**src/rtl/riscv_pkg.sv**
```systemverilog
// Shared RV32I definitions for the memory stage: funct3 codes, FSM states and the
// writeback record handed to the register-file path.
package riscv_pkg;
  localparam int unsigned XLEN   = 32;
  localparam int unsigned REG_W  = 5;
  localparam int unsigned STRB_W = XLEN / 8;

  localparam logic [6:0] OP_LOAD  = 7'b0000011;
  localparam logic [6:0] OP_STORE = 7'b0100011;

  localparam logic [2:0] F3_B  = 3'b000;
  localparam logic [2:0] F3_H  = 3'b001;
  localparam logic [2:0] F3_W  = 3'b010;
  localparam logic [2:0] F3_BU = 3'b100;
  localparam logic [2:0] F3_HU = 3'b101;

  typedef enum logic [1:0] {
    IDLE = 2'd0,
    BUSY = 2'd1,
    DONE = 2'd2
  } mem_state_t;

  typedef struct packed {
    logic [REG_W-1:0] rd;
    logic [XLEN-1:0]  data;
    logic             we;
    logic             misalign;
    logic             illegal;
    logic             bus_err;
  } wb_rec_t;

  // funct3 codes that no RV32I load/store encodes
  function automatic logic f3_illegal(input logic [2:0] f3);
    return (f3 == 3'b011) || (f3 == 3'b110) || (f3 == 3'b111);
  endfunction

  function automatic logic f3_misalign(input logic [2:0] f3, input logic [1:0] a);
    logic r;
    r = 1'b0;
    case (f3[1:0])
      2'b01:   r = a[0];
      2'b10:   r = (a != 2'b00);
      default: r = 1'b0;
    endcase
    return r;
  endfunction
endpackage

```
**src/rtl/mem_stage_load_align.sv**
```systemverilog
// Load data alignment: selects the addressed lane of a bus word and sign/zero-extends
// it according to the load's funct3.
module load_align
  import riscv_pkg::*;
(
  input  logic [XLEN-1:0] i_rdata,
  input  logic [1:0]      i_lane,
  input  logic [2:0]      i_funct3,
  output logic [XLEN-1:0] o_data
);

  logic [XLEN-1:0] w_shift;

  assign w_shift = i_rdata >> {i_lane, 3'b000};

  always_comb begin
    o_data = w_shift;
    case (i_funct3)
      F3_B:    o_data = {{24{w_shift[7]}}, w_shift[7:0]};
      F3_H:    o_data = {{16{w_shift[15]}}, w_shift[15:0]};
      F3_BU:   o_data = {24'h000000, w_shift[7:0]};
      F3_HU:   o_data = {16'h0000, w_shift[15:0]};
      default: o_data = w_shift;
    endcase
  end

endmodule

```
**src/rtl/mem_stage.sv**
```systemverilog
// Memory-access stage: accepts one resolved op, runs the data-memory req/ack transaction,
// aligns load data and holds a single writeback record until the consumer takes it.
module mem_stage
  import riscv_pkg::*;
#(
  parameter int unsigned TIMEOUT = 16
) (
  input  logic              clk,
  input  logic              rst,
  input  logic              in_valid,
  output logic              in_ready,
  input  logic              in_is_load,
  input  logic              in_is_store,
  input  logic [2:0]        in_funct3,
  input  logic [REG_W-1:0]  in_rd,
  input  logic [XLEN-1:0]   in_addr,
  input  logic [XLEN-1:0]   in_wdata,
  output logic              dmem_req,
  output logic              dmem_we,
  output logic [XLEN-1:0]   dmem_addr,
  output logic [STRB_W-1:0] dmem_wstrb,
  output logic [XLEN-1:0]   dmem_wdata,
  input  logic [XLEN-1:0]   dmem_rdata,
  input  logic              dmem_ack,
  output logic              wb_valid,
  input  logic              wb_ready,
  output logic [REG_W-1:0]  wb_rd,
  output logic [XLEN-1:0]   wb_data,
  output logic              wb_we,
  output logic              wb_misalign,
  output logic              wb_illegal,
  output logic              wb_bus_err
);

  localparam int unsigned CNT_W = $clog2(TIMEOUT);

  mem_state_t        r_state, w_state_n;
  logic [CNT_W-1:0]  r_cnt, w_cnt_n;
  logic              r_in_ready, w_in_ready_n;
  logic              r_req, w_req_n;
  logic              r_we, w_we_n;
  logic [XLEN-1:0]   r_addr, w_addr_n;
  logic [STRB_W-1:0] r_wstrb, w_wstrb_n;
  logic [XLEN-1:0]   r_wdata, w_wdata_n;
  logic              r_is_load, w_is_load_n;
  logic [2:0]        r_f3, w_f3_n;
  logic [1:0]        r_lane, w_lane_n;
  wb_rec_t           r_wb, w_wb_n;
  logic              r_wb_valid, w_wb_valid_n;

  logic [STRB_W-1:0] w_st_wstrb;
  logic [XLEN-1:0]   w_st_wdata;
  logic [XLEN-1:0]   w_load_val;

  load_align u_load_align (
    .i_rdata  (dmem_rdata),
    .i_lane   (r_lane),
    .i_funct3 (r_f3),
    .o_data   (w_load_val)
  );

  // Store lane formatting: data replicated across lanes, strobes pick the target bytes
  always_comb begin
    w_st_wstrb = 4'b1111;
    w_st_wdata = in_wdata;
    case (in_funct3[1:0])
      2'b00: begin
        w_st_wstrb = 4'b0001 << in_addr[1:0];
        w_st_wdata = {4{in_wdata[7:0]}};
      end
      2'b01: begin
        w_st_wstrb = 4'b0011 << in_addr[1:0];
        w_st_wdata = {2{in_wdata[15:0]}};
      end
      default: ;
    endcase
  end

  always_comb begin
    w_state_n    = r_state;
    w_cnt_n      = r_cnt;
    w_req_n      = r_req;
    w_we_n       = r_we;
    w_addr_n     = r_addr;
    w_wstrb_n    = r_wstrb;
    w_wdata_n    = r_wdata;
    w_is_load_n  = r_is_load;
    w_f3_n       = r_f3;
    w_lane_n     = r_lane;
    w_wb_n       = r_wb;
    w_wb_valid_n = r_wb_valid;

    case (r_state)
      IDLE: begin
        if (in_valid) begin
          w_wb_n    = '0;
          w_wb_n.rd = in_rd;
          if (!in_is_load && !in_is_store) begin
            w_wb_n.data  = in_addr;
            w_wb_n.we    = (in_rd != '0);
            w_state_n    = DONE;
            w_wb_valid_n = 1'b1;
          end else if (f3_illegal(in_funct3)) begin
            w_wb_n.illegal = 1'b1;
            w_state_n      = DONE;
            w_wb_valid_n   = 1'b1;
          end else if (f3_misalign(in_funct3, in_addr[1:0])) begin
            w_wb_n.misalign = 1'b1;
            w_state_n       = DONE;
            w_wb_valid_n    = 1'b1;
          end else begin
            w_state_n   = BUSY;
            w_cnt_n     = '0;
            w_req_n     = 1'b1;
            w_we_n      = !in_is_load;
            w_addr_n    = {in_addr[XLEN-1:2], 2'b00};
            w_wstrb_n   = in_is_load ? 4'b0000 : w_st_wstrb;
            w_wdata_n   = w_st_wdata;
            w_is_load_n = in_is_load;
            w_f3_n      = in_funct3;
            w_lane_n    = in_addr[1:0];
          end
        end
      end
      BUSY: begin
        w_cnt_n = r_cnt + CNT_W'(1);
        // An ack in the final allowed cycle still completes the access normally
        if (dmem_ack) begin
          w_req_n      = 1'b0;
          w_state_n    = DONE;
          w_wb_valid_n = 1'b1;
          if (r_is_load) begin
            w_wb_n.data = w_load_val;
            w_wb_n.we   = (r_wb.rd != '0);
          end else begin
            w_wb_n.we = 1'b0;
          end
        end else if (r_cnt == CNT_W'(TIMEOUT - 1)) begin
          w_req_n        = 1'b0;
          w_state_n      = DONE;
          w_wb_valid_n   = 1'b1;
          w_wb_n.bus_err = 1'b1;
          w_wb_n.we      = 1'b0;
        end
      end
      DONE: begin
        if (wb_ready) begin
          w_state_n    = IDLE;
          w_wb_valid_n = 1'b0;
        end
      end
      default: w_state_n = IDLE;
    endcase

    w_in_ready_n = (w_state_n == IDLE);
  end

  always_ff @(posedge clk or posedge rst) begin
    if (rst) begin
      r_state    <= IDLE;
      r_cnt      <= '0;
      r_in_ready <= 1'b1;
      r_req      <= 1'b0;
      r_we       <= 1'b0;
      r_addr     <= '0;
      r_wstrb    <= '0;
      r_wdata    <= '0;
      r_is_load  <= 1'b0;
      r_f3       <= '0;
      r_lane     <= '0;
      r_wb       <= '0;
      r_wb_valid <= 1'b0;
    end else begin
      r_state    <= w_state_n;
      r_cnt      <= w_cnt_n;
      r_in_ready <= w_in_ready_n;
      r_req      <= w_req_n;
      r_we       <= w_we_n;
      r_addr     <= w_addr_n;
      r_wstrb    <= w_wstrb_n;
      r_wdata    <= w_wdata_n;
      r_is_load  <= w_is_load_n;
      r_f3       <= w_f3_n;
      r_lane     <= w_lane_n;
      r_wb       <= w_wb_n;
      r_wb_valid <= w_wb_valid_n;
    end
  end

  assign in_ready    = r_in_ready;
  assign dmem_req    = r_req;
  assign dmem_we     = r_we;
  assign dmem_addr   = r_addr;
  assign dmem_wstrb  = r_wstrb;
  assign dmem_wdata  = r_wdata;
  assign wb_valid    = r_wb_valid;
  assign wb_rd       = r_wb.rd;
  assign wb_data     = r_wb.data;
  assign wb_we       = r_wb.we;
  assign wb_misalign = r_wb.misalign;
  assign wb_illegal  = r_wb.illegal;
  assign wb_bus_err  = r_wb.bus_err;

endmodule

```
**config.mk**
```make
export PLATFORM = sky130hd
export DESIGN_NAME = mem_stage
export DESIGN_NICKNAME = d
export VERILOG_FILES = /design/src/rtl/riscv_pkg.sv /design/src/rtl/mem_stage_load_align.sv /design/src/rtl/mem_stage.sv
export SDC_FILE = /design/constraint.sdc
export NUM_CORES = 1
export LEC_CHECK = 0
export BUFFER_PORTS_ARGS = -buffer_cell sky130_fd_sc_hd__buf_2
export CORE_UTILIZATION = 50
export CTS_CLUSTER_SIZE = 8
export DETAILED_ROUTE_END_ITERATION = 10
export PLACE_DENSITY_LB_ADDON = 0.25
export SYNTH_ARGS = -nofsm -noshare
export SYNTH_HDL_FRONTEND = slang
export SYNTH_SLANG_ARGS = --single-unit
```
**constraint.sdc**
```tcl
create_clock -name clk -period 5.3 [get_ports clk]
set_clock_uncertainty 0.05 [all_clocks]
set_input_delay 1.06 -clock clk [delete_from_list [all_inputs] [get_ports clk]]
set_output_delay 1.06 -clock clk [all_outputs]
set_load 0.01 [all_outputs]
```
==> results.cfg <==
[clock_tree]
hold_buffers = 0
clk_path_buf_depth = 2
cts.sinks = 123
ctsResizeCount = 0
clock_latency_ns = 0.41
post_cts_buffers = 0
cts.clk_slew.worst_paths_ns = 0.05
cts_max_level = 4
tritoncts = yes
cts_root_buf = clkbuf_16
cts-buffers-inserted = 17

[finish]
num_antenna_cells = 0
drive_gt1_share_pct = 45.4
finalNetCount = 861
area_growth_pct = 27.5
post-route-cell-area_mm2 = 0.00771

[critical_path]
r2r_start = r_state[0]
crit_start = in_funct3[1]
arrival_ns = 3.83
required_ns = 5.54
rr_endpoint = dmem_wdata[12]
critPathCapture = dmem_wdata[12]
path_max_fanout = 29
r2r_setup_slack_ns = 2.28
critPathCaptureType = register
reg2regPathDepth = 4
crit_type = in -> reg
critPathLaunchType = input port

[detailed_routing]
wl_per_cell_um = 18.8
post_drt_via_cell_ratio = 5.76
routed-via-count = 5181
first_iter_violations = 350
drt_first_pass_iters = 8
drc = 19
finalWirelength_mm = 16.9
antenna_left = 0

[timing]
fmax_ghz = 0.279
rsz0062_at_grt = no
timing.final.hold_violations = 0
slew_viol_final = 0
fin_crit_sh_pct = 67.7
min_period_ns = 3.59
setup_viol = 0
relSlewSlack_pct = 24.8
setup_tns_ns = 0
worst_pin_slew_ns = 1.13

[grt]
track_usage_pct = 28.4
gr-total-overflow = 0
grt_pass1_wl_mm = 27.5
grt_max_degree = 93
grt_pass1_vias = 5344
antenna_found_initial = 0

[pwr]
sequentialPowerShare_pct = 37.6
p_switching_uw = 1590
p_per_area_mw_per_mm2 = 577
power.leakage_uw = 0.00384
swShare_pct = 35.9
p_int_uw = 2850
vdd_drop_max_mv = 0.329
pwr-share-clk_pct = 24.1
comb_power_share_pct = 38.3

[status]
violations = DRC
status = finished, violations left

[synth]
synth_top_cell_by_area = dfrtp_1
synth_most_common_cell = dfrtp_1
synthTopCellsByArea = dfrtp_1 (51%), mux2_2 (14%), nand2_1 (5.0%), mux2i_1 (3.1%), a22oi_1 (3.1%)
synth-main-ff-cell = dfrtp_1
netlist-cell-type-count = 56
synth_top_area_share_pct = 50.5
synth-warning-count = 0
synth_edf_count = 0
synth-seq-cells = 123
async_flop_share_pct = 100
netlist_top_cells_count = dfrtp_1 (122), nand2_1 (80), mux2_2 (74)
seq_area_frac_synth_pct = 50.9
synth_area_mm2 = 0.00604
syn_area_per_cell_um2 = 11.3
postSynthCellCount = 534

[floorplan]
rows = 39
dieArea_mm2 = 0.0125
ios = 224
die_w_um = 112
core_area_mm2 = 0.0116
start_util_pct = 52.0
fp.dieH_um = 112

[placed_design]
place.gp.congestion = 0.804
dp_hpwl_mm = 12.1
port_buffers = 221
placed_cell_area_mm2 = 0.00716

[min_path]
hp-class = reg -> reg
hold_depth = 1

[job]
maxCapViolCount = 0
final cells by class:
cell class	count	area, um2
fillers	942	3910
flip-flops and latches	123	3080
multi-input cells	370	2730
repair buffers	228	1160
clock buffers	21	470
well taps	143	179
clock inverters	9	72.6
inverters	5	21.3
metal layers:
metal  wire length, um  global-route usage, %  vias to the layer above
met5                 0                      0                        -
met4               355                   11.4                        0
met3              1190                   7.13                       30
met2              8240                   47.2                      224
met1              7100                   35.6                     2560
li1                  -                      -                     2367
layout by cell type (no fill, tap or decap), types with 3 or more instances in the layout:
cell type	count
dfrtp_1	122
a21oi_1	7
clkinv_2	7
clkbuf_8	3
o21ai_1	7
a22o_1	8
nand2b_1	5
nand2_1	80
buf_4	7
a211oi_1	7
a22oi_1	25
nand3_1	10
o21ai_0	20
clkbuf_16	17
mux2i_1	19
a32oi_1	7
o2111ai_1	8
a211o_1	7
ha_1	5
nor2_1	19
buf_2	221
o211ai_1	4
nor2b_1	12
inv_1	4
mux2_2	74
mux2_1	5
worst max-delay path: stages:
cell,delay [ns]
buf_2,0.11
inv_1,0.06
ha_1,0.36
o211ai_1,0.31
nand4_2,0.30
nor2_4,0.79
buf_4,0.43
mux2_2,0.39
sequential cells by signal, indices dropped and copies added, names as in the netlist, 2 cells and up:
| name | flops |
|---|---|
| r_f3 | 3 |
| wb_data | 32 |
| r_cnt | 4 |
| dmem_wdata | 32 |
| wb_rd | 5 |
| dmem_wstrb | 4 |
| r_state | 2 |
| dmem_addr | 30 |
| r_lane | 2 |
power by group through the flow:
stage,clock network (uW),registers [uW],logic (uW)
global route,1130,1730,1850
finish,1070,1670,1700
detailed placement,0,1680,1700
CTS,1090,1670,1710
floorplan,0,1820,912
global placement,0,1650,1650
stage by stage:
step           hold slack [ns]  setup WS, ns  util [%]  power, uW  instances
6_report                 0.436          1.71      66.4       4440        899
5_1_grt                  0.465          1.52      66.4       4710        899
4_1_cts                  0.440          1.72      66.4       4470        899
3_5_place_dp             0.421          1.30      61.7       3380        869
3_3_place_gp             0.415          1.45      61.7       3300        869
2_1_floorplan            0.429         0.921         -       2730        535
cell families after synthesis:
logic type | count (synthesis) | synth area share, %
AOI/OAI and AO/OA | 115 | 13.6
adders and majority gates | 5 | 1.03
buffers and inverters | 42 | 4.04
DFF | 123 | 50.9
muxes | 99 | 18.2
other | 1 | 0.0620
and+or+nand+nor | 149 | 12.1
how the worst min path moves through the flow:
| stage | from | to | slack (ns) |
|---|---|---|---|
| floorplan | r_cnt[0] | r_cnt[0] | 0.43 |
| global placement | dmem_wdata[0] | dmem_wdata[0] | 0.41 |
| detailed placement | wb_data[2] | wb_data[2] | 0.42 |
| CTS | dmem_wdata[2] | dmem_wdata[2] | 0.44 |
| global route | wb_rd[2] | wb_rd[2] | 0.47 |
| finish | dmem_wdata[2] | dmem_wdata[2] | 0.44 |
Power figures use the tool's default switching activity.
